**src/rtl/field_deconcatenator_if.sv**
```systemverilog
// Bundle of the serial input link and the parallel field output of the deconcatenator.
// The slave modport is the deconcatenator's view; the master modport is its environment's view.
interface field_deconcatenator_if #(
  parameter int A_W = 1,
  parameter int B_W = 3,
  parameter int C_W = 4
);
  logic           sin;
  logic           sin_valid;
  logic           sin_sync;
  logic [A_W-1:0] a_out;
  logic [B_W-1:0] b_out;
  logic [C_W-1:0] c_out;
  logic           out_valid;
  logic           out_ready;
  logic           overflow;
  logic           ovf_clr;

  modport slave (
    input  sin, sin_valid, sin_sync, out_ready, ovf_clr,
    output a_out, b_out, c_out, out_valid, overflow
  );

  modport master (
    output sin, sin_valid, sin_sync, out_ready, ovf_clr,
    input  a_out, b_out, c_out, out_valid, overflow
  );
endinterface

```
**src/rtl/field_deconcatenator.sv**
```systemverilog
// Serial-to-parallel splitter: collects an MSB-first {a, b, c} frame one bit per valid
// cycle and presents the fields through a one-entry holding register with sticky overflow.
module field_deconcatenator #(
  parameter int A_W = 1,
  parameter int B_W = 3,
  parameter int C_W = 4
) (
  input  logic                    clk,
  input  logic                    rst_n,
  field_deconcatenator_if.slave   bus
);
  localparam int FW    = A_W + B_W + C_W;
  localparam int CNT_W = $clog2(FW + 1);

  typedef enum logic {HUNT, ASSEMBLE} state_t;

  state_t          r_state;
  logic [CNT_W-1:0] r_count;
  logic [FW-1:0]   r_shift;
  logic [A_W-1:0]  r_a;
  logic [B_W-1:0]  r_b;
  logic [C_W-1:0]  r_c;
  logic            r_valid;
  logic            r_ovf;

  logic             w_sync;
  logic             w_take;
  logic [FW-1:0]    w_shift_next;
  logic [CNT_W-1:0] w_count_next;
  logic             w_done;
  logic             w_load;
  logic             w_drop;

  // A sync bit always restarts at bit 0, so any partial frame is flushed from the shifter.
  assign w_sync       = bus.sin_valid && bus.sin_sync;
  assign w_take       = bus.sin_valid && ((r_state == ASSEMBLE) || w_sync);
  assign w_shift_next = w_sync ? {{(FW-1){1'b0}}, bus.sin} : {r_shift[FW-2:0], bus.sin};
  assign w_count_next = w_sync ? CNT_W'(1) : r_count + 1'b1;
  assign w_done       = w_take && (w_count_next == CNT_W'(FW));
  assign w_load       = w_done && (!r_valid || bus.out_ready);
  assign w_drop       = w_done && !w_load;

  always_ff @(posedge clk or negedge rst_n) begin
    if (!rst_n) begin
      r_state <= HUNT;
      r_count <= '0;
      r_shift <= '0;
      r_a     <= '0;
      r_b     <= '0;
      r_c     <= '0;
      r_valid <= 1'b0;
      r_ovf   <= 1'b0;
    end else begin
      if (w_take) begin
        r_state <= ASSEMBLE;
        r_shift <= w_shift_next;
        r_count <= w_done ? '0 : w_count_next;
      end

      // Drain and reload in the same cycle keeps full throughput with out_ready held high.
      if (w_load) begin
        r_a     <= w_shift_next[FW-1 -: A_W];
        r_b     <= w_shift_next[C_W +: B_W];
        r_c     <= w_shift_next[C_W-1:0];
        r_valid <= 1'b1;
      end else if (bus.out_ready) begin
        r_valid <= 1'b0;
      end

      if (w_drop) begin
        r_ovf <= 1'b1;
      end else if (bus.ovf_clr) begin
        r_ovf <= 1'b0;
      end
    end
  end

  assign bus.a_out     = r_a;
  assign bus.b_out     = r_b;
  assign bus.c_out     = r_c;
  assign bus.out_valid = r_valid;
  assign bus.overflow  = r_ovf;
endmodule
```
**src/flat_wrapper.sv**
```systemverilog
// flat-port wrapper written by rule: the top's interface ports become plain ports
module field_deconcatenator_flat 
#(
  parameter int A_W = 1,
  parameter int B_W = 3,
  parameter int C_W = 4
)
  (clk, rst_n, bus_sin, bus_sin_valid, bus_sin_sync, bus_out_ready, bus_ovf_clr, bus_a_out, bus_b_out, bus_c_out, bus_out_valid, bus_overflow);
  field_deconcatenator_if #(.A_W(A_W), .B_W(B_W), .C_W(C_W)) bus_i ();
  input  logic clk;
  input  logic rst_n;
  input wire logic [$bits(bus_i.sin)-1:0] bus_sin;
  input wire logic [$bits(bus_i.sin_valid)-1:0] bus_sin_valid;
  input wire logic [$bits(bus_i.sin_sync)-1:0] bus_sin_sync;
  input wire logic [$bits(bus_i.out_ready)-1:0] bus_out_ready;
  input wire logic [$bits(bus_i.ovf_clr)-1:0] bus_ovf_clr;
  output wire logic [$bits(bus_i.a_out)-1:0] bus_a_out;
  output wire logic [$bits(bus_i.b_out)-1:0] bus_b_out;
  output wire logic [$bits(bus_i.c_out)-1:0] bus_c_out;
  output wire logic [$bits(bus_i.out_valid)-1:0] bus_out_valid;
  output wire logic [$bits(bus_i.overflow)-1:0] bus_overflow;
  assign bus_i.sin = bus_sin;
  assign bus_i.sin_valid = bus_sin_valid;
  assign bus_i.sin_sync = bus_sin_sync;
  assign bus_i.out_ready = bus_out_ready;
  assign bus_i.ovf_clr = bus_ovf_clr;
  assign bus_a_out = bus_i.a_out;
  assign bus_b_out = bus_i.b_out;
  assign bus_c_out = bus_i.c_out;
  assign bus_out_valid = bus_i.out_valid;
  assign bus_overflow = bus_i.overflow;
  field_deconcatenator #(.A_W(A_W), .B_W(B_W), .C_W(C_W)) u_core (.clk(clk), .rst_n(rst_n), .bus(bus_i));
endmodule
```
**config.mk**
```make
export PLATFORM = sky130hd
export DESIGN_NAME = field_deconcatenator_flat
export DESIGN_NICKNAME = d
export VERILOG_FILES = /design/src/rtl/field_deconcatenator_if.sv /design/src/rtl/field_deconcatenator.sv /design/src/flat_wrapper.sv
export SDC_FILE = /design/constraint.sdc
export NUM_CORES = 1
export LEC_CHECK = 0
export ABC_AREA = 1
export CAP_MARGIN = 20
export CORE_MARGIN = 3
export CORE_UTILIZATION = 55
export CTS_CLUSTER_SIZE = 28
export DETAILED_ROUTE_END_ITERATION = 12
export PLACE_DENSITY_LB_ADDON = 0.2
export SLEW_MARGIN = 30
export SYNTH_ARGS = -nofsm -noshare
export SYNTH_HDL_FRONTEND = slang
export SYNTH_SLANG_ARGS = --single-unit
```
**constraint.sdc**
```tcl
create_clock -name clk -period 2.2 [get_ports clk]
set_input_delay 0.33 -clock clk [delete_from_list [all_inputs] [get_ports clk]]
set_output_delay 0.33 -clock clk [all_outputs]
set_load 0.05 [all_outputs]
```
# After elaboration in Yosys (flattened, before gate mapping)
# Cells that the tools add are included.
# totals
ff_bits,22
input_bits,7
out_inout_bits,10
elab_cells,28
# classes
add_sub_neg,1
eq_ne,1
mux,7
n_reduce_logical,11
# op_table
cell,n
$mux W4,2
$mux W8,1
$logic_and A1 B1 Y1,5
$add A4 B1 Y4 const B,1
$eq A4 B4 Y1 const B,1
$mux W1,4
$reduce_bool A2 Y1,2
$logic_not A1 Y1,2
$logic_or A1 B1 Y1,2

# Longest topological paths before layout
# depth
depth_word,8
depth_mapped,9
ltp_nobuf,9

# Least setup slack after synthesis
# Ideal clock, no wire load.
# synth_timing
path_kind,register to register
startpoint,reg u_core.r_valid (netlist: u_core.bus.out_valid)
endpoint,reg u_core.r_a (netlist: u_core.bus.a_out)
setup_ns,0.065
arrival_ns,1.334
setup_slack_ns,0.800
path_stages_with_launch,7
n_path_buf,0
cell_sequence,dfrtp_1 -> inv_1 -> nor2_2 -> clkinv_1 -> nand3_4 -> nand2_1 -> nand2_1
# synth_between
elab_chain_len,3
# synth_lines
element,line,rtl
start: declaration,field_deconcatenator.sv:23,logic r_valid;
start signal: assignment,field_deconcatenator.sv:51,r_valid <= 1'b0;
start signal: assignment,field_deconcatenator.sv:65,r_valid <= 1'b1;
start signal: assignment,field_deconcatenator.sv:67,r_valid <= 1'b0;
$logic_not A1 Y1,field_deconcatenator.sv:40,assign w_load = w_done && (!r_valid || bus.out_ready);
$logic_or A1 B1 Y1,field_deconcatenator.sv:40,
$logic_and A1 B1 Y1,field_deconcatenator.sv:40,
end signal: assignment,field_deconcatenator.sv:62,r_a <= w_shift_next[FW-1 -: A_W];
end: declaration,field_deconcatenator.sv:20,logic [A_W-1:0] r_a;
# Every way passes these cells.
# A chain may end at the register's enable or synchronous reset.

# Worst setup path after layout
# layout_timing
startpoint,reg u_core.r_c[3] (netlist: u_core.bus.c_out[3])
endpoint,out bus_c_out[3]
# layout_lines
element,line,rtl
start: declaration,field_deconcatenator.sv:22,logic [C_W-1:0] r_c;
start signal: assignment,field_deconcatenator.sv:64,r_c <= w_shift_next[C_W-1:0];
end: declaration,flat_wrapper.sv:19,output wire logic [$bits(bus_i.c_out)-1:0] bus_c_out;
# No word-level cell between the ends.

==> impl_results.md <==
- Post-Synth Adder-Cell Area: under 10%
- Clk Latency, worst-skew pair: 0.30 ns
- Status: finished, final reports clean
- Diodes inserted: 0
- Relative slew margins: 66.6%
- Core Rows: 14
- Achievable clock frequency: roughly 0.55 GHz
- Seq/Total Area, Yosys: 53.9%
- Synth top area cells: dfrtp_1, nand2_1, nand3_1
- Post-route ant nets: 0
- Clock skew: 0.00412 ns
- Port bufs: 16
- First-pass GRT wire length: 3190 µm
- XOR/XNOR Fraction of Synth Area: 0%
- CTS sink count: 22
- WS Path Type: flop to output pin
- Iteration-0 DRC Markers: 20
- Net Sw Frac: 36.4%
- Top Family by Delay on Critical Path: buffers and inverters
- Total wire length: 1790 µm
- Antenna violations before repair: 0
- Syn avg cell area: 8.59 µm²
- Fin crit period: around 1.8 ns
- Routed WL per cell: 11.0 µm
- Synth unique cells: 19
- Fin. max-slew vios: 0
- Congestion Overflow GR: 0
- Count leader, synth: nand2_1
- Worst-margin pin slew: ~0.50 ns
- Flops & latches, synth: 22
- Final setup violation count: 0
- Worst Path Arrival: 1.48 ns
- Worst EP required: 1.87 ns
- Initial core utilization: a little over three fifths
- Gr usage total: 16.8%
- TritonCTS buffer count: 3
- Max FO, Critical Path: 2
- Crit-path cells: clkdlybuf4s50_1
- Commonest register cell after synthesis: dfrtp_1
- GPL Wtd Cong: 0.907
- Setup crit end: bus_c_out[3]
- Vias in the first global route: 745
- List of most frequent post-synthesis cells: nand2_1, dfrtp_1, inv_1
- Die W: 49.1 µm
- R2R setup slack: around 0.70 ns
- CP Capture Type: output pin
- Worst min path class: input port to async pin
- Cts repair resizes: 0
- HPWL after detailed placement: 1380 µm
- Total Power: approximately 1.1 mW
- Total number of vias: 806
- CTS clk-pin slew, worst paths: between 0.1 and 0.15 ns
- Slowest cell on the critical path: clkdlybuf4s50_1
- Postcts setup bufs: 0
- P&R area growth vs syn: 22.6%
- Share of layout cells above drive strength 1: 12.9%
- Reg2Reg Launch Point: u_core.r_count[0]
- MaxCap Viol Count: 0
- H-tree Lvls: 1
- Sequential power share: a little under half
- Pwr/cell area: around 870 nW/µm²
- Maximum vdd drop: between 0.0006 and 0.0007 V
- Simple-Gate Fraction of Synth Area: 32.4%
- Internal power contribution: roughly 700 µW
- Synthesized area: 1020 µm²
- Lkg Pwr: 0.607 nW
- Worst path buffer plus inverter count: 1
- Multiplexer share of the synthesized area: 0%
- TritonRoute pass-1 iters: 5
- Psw: 395 µW
- Cells after Synth: approximately 120
- Nets: 148
- CTS tree: built
- Final Cycle Share: 82.2%
- CTS Buffer Depth: 2
- WP depth: 1
- Final Core Density: 77.0%
- Final setup TNS: 0 ns
- Largest net degree at the start of global routing: 23
- Worst R2R Path Depth: 7
- Crit path launch: u_core.bus.c_out[3]
- Largest family of logic cells by synthesized area: simple AND/OR/NAND/NOR gates
- Worst R2R End: u_core.bus.b_out[2]
- RSZ-0062 raised after global routing: no
- Yosys synthesis warning count: 0
- Core area: 1630 µm²
- Asr flop ratio synth: between 90% and 100%
- Yosys top cell by area: dfrtp_1
- Die area: ~2400 µm²
- Hold buffers post-CTS: 0
- Top cell type's share of synthesized area: 53.9%
- Combinational power share: between 30% and 40%
- Max stage delay on crit path: 0.80 ns
- Startpoint Class: flop
- Final Hold Fails: 0
- Post-Syn Nets: roughly 130
- Height of the chip: 49.1 µm
- Drt via density: 4.94
- Complex-gate fraction of the synthesized area: 5.63%
- CTS Root Cell: clkbuf_4
- Clk pwr share: 19.5%
- Number of enable flip-flop cells after synthesis: 0
- IO Pins: 17
- Drt drc: 0
==> cells by family after synthesis <==
group	Yosys count
buffers and inverters	18
AO/OA/AOI/OAI	11
flip-flops	22
AND/OR/NAND/NOR	67
adder cells (fa/ha/maj)	1
==> area by class of cell <==
type	instances	area [µm²]
clock buffer	4	36.3
fill	118	375
inverter	16	60.1
multi-input combinational	79	402
sequential	22	551
tap	24	30.0
timing repair buffer	18	175
==> through the flow <==
| stage | hold WS, ns | setup slack [ns] | area, µm² | instances |
|---|---|---|---|---|
| CTS | 0.369 | 0.377 | 1250 | 163 |
| finish | 0.368 | 0.392 | 1250 | 163 |
| global placement | 0.447 | 0.505 | 1220 | 159 |
| detailed placement | 0.455 | 0.474 | 1220 | 159 |
| floorplan | 0.0344 | 0.800 | 1020 | 119 |
| global route | 0.388 | 0.334 | 1250 | 163 |
==> placed cells by master, fill, tap and decap left out, types with 3 or more instances in the layout <==
| cell | count |
|---|---|
| nand2_1 | 36 |
| dfrtp_1 | 22 |
| clkdlybuf4s50_1 | 16 |
| inv_1 | 14 |
| nand3_1 | 11 |
| o21ai_0 | 9 |
| nor2_1 | 7 |
| nor2_2 | 3 |
| clkbuf_4 | 3 |
==> power groups by stage <==
stage	logic [mW]	registers (mW)	clock network, mW
detailed placement	0.374	0.510	0
finish	0.372	0.501	0.212
global route	0.404	0.510	0.238
global placement	0.364	0.508	0
CTS	0.375	0.501	0.223
floorplan	0.136	0.626	0
==> layer usage <==
layer  vias to the layer above  GRT usage (%)  share of wire [%]
li1                        418              -                  -
met1                       367           21.0                 48
met2                        19           28.6                 47
met3                         2           4.89                4.6
met4                         0           3.32               0.39
met5                         -              0                  0
==> state kept, by name (all words and copies together), names as in the netlist <==
signal / cells
u_core.bus.a_out: 1
u_core.r_shift: 7
u_core.r_state: 1
u_core.bus.out_valid: 1
u_core.r_count: 4
u_core.bus.overflow: 1
u_core.bus.b_out: 3
u_core.bus.c_out: 4
==> worst min-delay path by stage <==
stage | startpoint | to | slack [ns] | cells past startpoint
after global routing | rst_n | u_core.bus.overflow | 0.39 | 2
after CTS | rst_n | u_core.bus.b_out[2] | 0.37 | 2
after detailed placement | u_core.r_state | u_core.r_state | 0.46 | 2
final | rst_n | u_core.r_state | 0.37 | 2
after global placement | u_core.r_state | u_core.r_state | 0.45 | 2
after floorplan | rst_n | u_core.bus.a_out | 0.03 | 0
Note: power is estimated with default switching activity, not from simulation.
==> RTL edit 1 (same flow settings) <==
`C_W` is set to 4 in 3 places; all go to 2.
--- a/src/rtl/field_deconcatenator_if.sv
+++ b/src/rtl/field_deconcatenator_if.sv
@@ -4,5 +4,5 @@
   parameter int A_W = 1,
   parameter int B_W = 3,
-  parameter int C_W = 4
+  parameter int C_W = 2
 );
   logic           sin;
--- a/src/rtl/field_deconcatenator.sv
+++ b/src/rtl/field_deconcatenator.sv
@@ -4,5 +4,5 @@
   parameter int A_W = 1,
   parameter int B_W = 3,
-  parameter int C_W = 4
+  parameter int C_W = 2
 ) (
   input  logic                    clk,
--- a/src/flat_wrapper.sv
+++ b/src/flat_wrapper.sv
@@ -4,5 +4,5 @@
   parameter int A_W = 1,
   parameter int B_W = 3,
-  parameter int C_W = 4
+  parameter int C_W = 2
 )
   (clk, rst_n, bus_sin, bus_sin_valid, bus_sin_sync, bus_out_ready, bus_ovf_clr, bus_a_out, bus_b_out, bus_c_out, bus_out_valid, bus_overflow);
Interface: changed (resized bus_c_out); port bits go from 17 to 15. No check against the original RTL was run, so the function may have changed too.
==> RTL edit 1 against the original RTL <==
Synthesized cell count is 28% lower; non-clock buffer count down 4; sequential cell count fell by 5; design area is 24% lower; clock power down 21%; power is 7.1% lower; area after synthesis down 24%; combinational power increased by 15%; worst setup slack got worse by 0.0044 ns; first-iteration DRC count is 70% lower; core utilization up 1.7 points; wire length down 23%; maximum frequency is 0.24% lower.
==> RTL edit 1: results (changes against the original RTL) <==
| Metric | Value |
|---|---|
| Status | `completed (unchanged)` |
| Number of global-route vias before repair | `563 (was 745)` |
| CP max-delay cell | `clkdlybuf4s50_1 (unchanged)` |
| Clock latency on the worst-skew pair | `between 0.2 and 0.3 ns` |
| Max incr delay on CP | `around 0.8 ns` |
| Maximum number of pins on one net before global-route repair | `18 (was 23)` |
| Post_cts resized | `0 (unchanged)` |
| Clock-pin slew on the worst setup and hold paths | `0.09 ns (was 0.11 ns)` |
| Netlist cell types | `17 (was 19)` |
| Placer Congestion | `0.777 (was 0.907)` |
| Pre-CTS setup slack | `0.516 ns (was 0.474 ns)` |
| Worst Max-Slew Pin Slew | `0.719 ns (was 0.499 ns)` |
| Worst VDD drop | `0.617 mV (was 0.656 mV)` |
| Static Leak | `0.471 nW (was 0.607 nW)` |
| Max FFs per register | `5 (was 7)` |
| Layout Nets | `112 (was 148)` |
| Drt pass-1 iters | `4 (was 5)` |
| H-tree levels | `1 (unchanged)` |
| Post-synth ARST share | `100% (unchanged)` |
| Max Root-Sink Buffers | `2 (unchanged)` |
| Post-Syn Nets | `94 (was 127)` |
| Number of buffers created by CTS | `3 (unchanged)` |
| HPWL after DPL | `1050 um (was 1380 um)` |
| Seq/Total Area, Yosys | `54.7% (was 53.9%)` |
| Worst path top cell family by delay | `buffers and inverters (unchanged)` |
| Post-synth EDFFs | `0 (unchanged)` |
| Root buf cell | `clkbuf_4 (unchanged)` |
| Skew final | `0.00514 ns (was 0.00412 ns)` |
| Diodes inserted | `0 (unchanged)` |
| First-pass GRT wire length | `2470 um (was 3190 um)` |
| Share of layout cells above drive strength 1 | `8.74% (was 12.9%)` |
| Worst-path fanout max | `2 (unchanged)` |
| Buffers on Ports | `14 (was 16)` |
| Initial DRC count | `6 (was 20)` |
| Pint | `586 uW (was 689 uW)` |
| Top post-synthesis cells by area | `dfrtp_1 (55%), nand2_1 (11%), o21ai_0 (5.8%), inv_1 (5.8%), nand4_1 (4.8%) (was dfrtp_1 (54%), nand2_1 (13%), nand3_1 (5.4%), inv_1 (5.1%), o21ai_0 (4.4%))` |
| Initial antenna violation count | `0 (unchanged)` |
| Filler cells | `82 (was 118)` |
| Count leader, synth | `nand2_1 (unchanged)` |
| GRT Overall Usage | `17.7% (was 16.8%)` |
| Largest reg by FF count | `u_core.r_shift (unchanged)` |
| Antenna viol nets, final | `0 (unchanged)` |
| WP data arrival | `1.48 ns (about the same)` |
| Top post-synthesis cells by count | `nand2_1 (23), dfrtp_1 (17), inv_1 (12) (was nand2_1 (36), dfrtp_1 (22), inv_1 (14))` |
| Post-DR wirelength/cell | `11.8 um (was 11.0 um)` |
| Setup Buffers After CTS | `0 (unchanged)` |
| HP Class | `primary input to async pin (unchanged)` |
| Vias | `601 (was 806)` |
[RTL edit 1: cell count changes after synthesis, sizes merged, moves of 3 or more]
cell	delta
nand4	+4
nor2	-5
inv	-3
dfrtp	-5
nand3	-12
nand2	-13
[RTL edit 1: logic make-up (layout without fill, tap and decap cells)]
logic type	count (synthesis)	after routing	synth area share [%]
buffers and inverters	13	30	6.43
AOI/OAI and AO/OA	13	13	8.68
and+or+nand+nor	42	42	28.6
DFF	17	17	54.7
adders and majority gates	1	1	1.61
[RTL edit 1: worst paths after layout]
check | start | to | slack, ns | depth (start not counted)
max | u_core.bus.b_out[2] | bus_b_out[2] | 0.39 | 1
min | rst_n | u_core.r_state | 0.45 | 1
max reg2reg | u_core.r_count[0] | u_core.bus.a_out | 0.81 | 7
min reg2reg | u_core.bus.b_out[1] | u_core.bus.b_out[1] | 0.48 | 2
max in group asynchronous | rst_n | u_core.bus.overflow | 1.29 | 1
min in group clk | u_core.bus.b_out[1] | u_core.bus.b_out[1] | 0.48 | 2
[RTL edit 1: routing by layer]
layer	wire length [um]	part of all wire (%)	track usage (%)	vias up
met5	0	0	0	-
met4	38	2.7	10.8	0
met3	74	5.4	2.49	5
met2	608	44	25.0	13
met1	662	48	25.3	269
li1	-	-	-	314
[RTL edit 1: area by class of cell]
| type | instances | area, um2 | area share (%) |
|---|---|---|---|
| Clock buffer | 4 | 26.3 | 2.75 |
| Tap cell | 14 | 17.5 | 1.83 |
| Inverter | 12 | 45.0 | 4.71 |
| Timing Repair Buffer | 14 | 140 | 14.6 |
| Multi-Input combinational cell | 56 | 303 | 31.6 |
| Sequential cell | 17 | 425 | 44.4 |
[RTL edit 1: through the flow]
step / area (um2) / instances / total power [mW]
after floorplan: 778 / 86 / 0.710
after global placement: 931 / 113 / 0.841
after detailed placement: 931 / 113 / 0.850
after CTS: 957 / 117 / 1.02
after global routing: 957 / 117 / 1.06
final: 957 / 117 / 1.01
[RTL edit 1: power groups by stage]
stage	clock, mW	combinational [mW]	sequential, mW
floorplan	0	0.132	0.578
global placement	0	0.423	0.418
detailed placement	0	0.429	0.422
CTS	0.171	0.431	0.416
global route	0.182	0.459	0.424
finish	0.167	0.426	0.415
==> RTL edit 2 (same flow settings) <==
Without the edit above. Make the reset (`rst_n`) synchronous in one clocked block.
--- a/src/rtl/field_deconcatenator.sv
+++ b/src/rtl/field_deconcatenator.sv
@@ -41,5 +41,5 @@
   assign w_drop       = w_done && !w_load;
 
-  always_ff @(posedge clk or negedge rst_n) begin
+  always_ff @(posedge clk) begin
     if (!rst_n) begin
       r_state <= HUNT;
Formal check against the unedited RTL: differs if rst_n is asserted again (counterexample within 10 cycles, from zero or initial values and one cycle with rst_n low); with rst_n held inactive, the same outputs for 10 cycles.
==> RTL edit 2 against the original RTL <==
Sequential cell count stayed put; worst setup slack worse by 0.00085 ns; area after synthesis is 3.7% lower; global-route usage increased by 1.4 points; hold slack improved by 0.12 ns; maximum frequency barely moved; first-iteration DRC count decreased by 65%; wire length grew 6.7%; synthesized cell count rose by 14%; design area is 5.2% lower.
Power is not compared: it rests on default switching activity, and its combinational part moved more than twofold at a synthesized area within 25%.
==> RTL edit 2: results (changes against the original RTL) <==
| Metric | Value |
|---|---|
| Share of layout cells above drive strength 1 | `10.5% (was 12.9%)` |
| Placer Congestion | `0.836 (was 0.907)` |
| Max FFs per register | `7 (unchanged)` |
| WP data arrival | `1.48 ns (about the same)` |
| Static Leak | `approximately 0.47 nW` |
| Status | `completed (unchanged)` |
| Vias | `879 (was 806)` |
| Filler cells | `131 (was 118)` |
| Worst path top cell family by delay | `buffers and inverters (unchanged)` |
| Synth warnings | `0 (unchanged)` |
| Setup Buffers After CTS | `0 (unchanged)` |
| Top post-synthesis cells by area | `dfxtp_1 (45%), a21oi_1 (9.7%), inv_1 (8.0%), nor2_1 (7.2%), nand2_1 (6.9%) (was dfrtp_1 (54%), nand2_1 (13%), nand3_1 (5.4%), inv_1 (5.1%), o21ai_0 (4.4%))` |
| Initial antenna violation count | `0 (unchanged)` |
| Top post-synthesis cells by count | `dfxtp_1 (22), inv_1 (21), a21oi_1 (19), nor2_1 (19), nand2_1 (18) (was nand2_1 (36), dfrtp_1 (22), inv_1 (14))` |
| Root buf cell | `clkbuf_4 (unchanged)` |
| HPWL after DPL | `1400 um (was 1380 um)` |
| Initial Util | `61.8% (was 62.7%)` |
| Max incr delay on CP | `0.80 ns (about the same)` |
| Worst-path fanout max | `2 (unchanged)` |
| Layout Nets | `161 (was 148)` |
| Seq/Total Area, Yosys | `44.7% (was 53.9%)` |
| Buffers on Ports | `16 (unchanged)` |
| First-pass GRT wire length | `3420 um (was 3190 um)` |
| Diodes inserted | `0 (unchanged)` |
| Clock latency on the worst-skew pair | `0.32 ns (was 0.30 ns)` |
| Slew HR | `66.9% (was 66.6%)` |
| Initial DRC count | `7 (was 20)` |
| Number of global-route vias before repair | `786 (was 745)` |
| Clock-pin slew on the worst setup and hold paths | `0.13 ns (was 0.11 ns)` |
| Number of buffers created by CTS | `3 (unchanged)` |
| Pre-CTS setup slack | `0.351 ns (was 0.474 ns)` |
| Max Root-Sink Buffers | `2 (unchanged)` |
| HP Class | `register to register (was primary input to async pin)` |
| Netlist cell types | `21 (was 19)` |
| H-tree levels | `1 (unchanged)` |
| Post_cts resized | `0 (unchanged)` |
| GRT Overall Usage | `18.2% (was 16.8%)` |
| Ys flop type | `dfxtp_1 (was dfrtp_1)` |
| CP max-delay cell | `clkdlybuf4s50_1 (unchanged)` |
| Post-DR wirelength/cell | `10.8 um (was 11.0 um)` |
| Largest reg by FF count | `u_core.r_shift (unchanged)` |
| Worst VDD drop | `0.499 mV` |
| Drt pass-1 iters | `4 (was 5)` |
| Maximum number of pins on one net before global-route repair | `21 (was 23)` |
| Post-synth ARST share | `0% (was 100%)` |
| Skew final | `0.00639 ns (was 0.00412 ns)` |
## RTL edit 2: cell type report
cell class | count | area [um2] | area share, %
sequential | 22 | 440 | 37.1
multi-input combinational | 86 | 424 | 35.7
timing repair buffer | 18 | 175 | 14.7
clock buffer | 4 | 36.3 | 3.05
inverter | 22 | 82.6 | 6.95
tap | 24 | 30.0 | 2.53
## RTL edit 2: cell families (layout without fill, tap and decap cells)
logic type               Yosys count  in the layout  synth area share, %
AO/OA/AOI/OAI                     30             30                 16.3
flip-flops                        22             22                 44.7
adder cells (fa/ha/maj)            1              1                 1.27
AND/OR/NAND/NOR                   55             55                 25.5
buffers and inverters             28             44                 12.2
## RTL edit 2: worst paths after layout
path	start	to	slack [ns]	cells past startpoint
max	u_core.bus.b_out[0]	bus_b_out[0]	0.39	1
min	u_core.bus.overflow	u_core.bus.overflow	0.49	2
max reg2reg	u_core.r_count[0]	u_core.bus.b_out[2]	0.59	7
min reg2reg	u_core.bus.overflow	u_core.bus.overflow	0.49	2
## RTL edit 2: per-layer routing
| metal | wire [um] | vias to the layer above | track usage (%) |
|---|---|---|---|
| met5 | 0 | - | 0 |
| met4 | 29 | 0 | 8.53 |
| met3 | 57 | 2 | 2.76 |
| met2 | 851 | 15 | 28.4 |
| met1 | 967 | 399 | 24.7 |
| li1 | - | 463 | - |
## RTL edit 2: power breakdown
part	switching [mW]	internal [mW]	total (mW)
Combinational	0.0507	0.0347	0.0854
Clock	0.128	0.101	0.229
Sequential	0.0110	0.415	0.426
Total	0.190	0.551	0.740
## RTL edit 2: stage by stage
step | instances | instance area (um2) | hold WS, ns | utilization (%)
2_1_floorplan | 136 | 985 | 0.441 | -
3_3_place_gp | 172 | 1150 | 0.452 | 72.3
3_5_place_dp | 172 | 1150 | 0.468 | 72.3
4_1_cts | 176 | 1190 | 0.495 | 74.6
5_1_grt | 176 | 1190 | 0.522 | 74.6
6_report | 176 | 1190 | 0.489 | 74.6
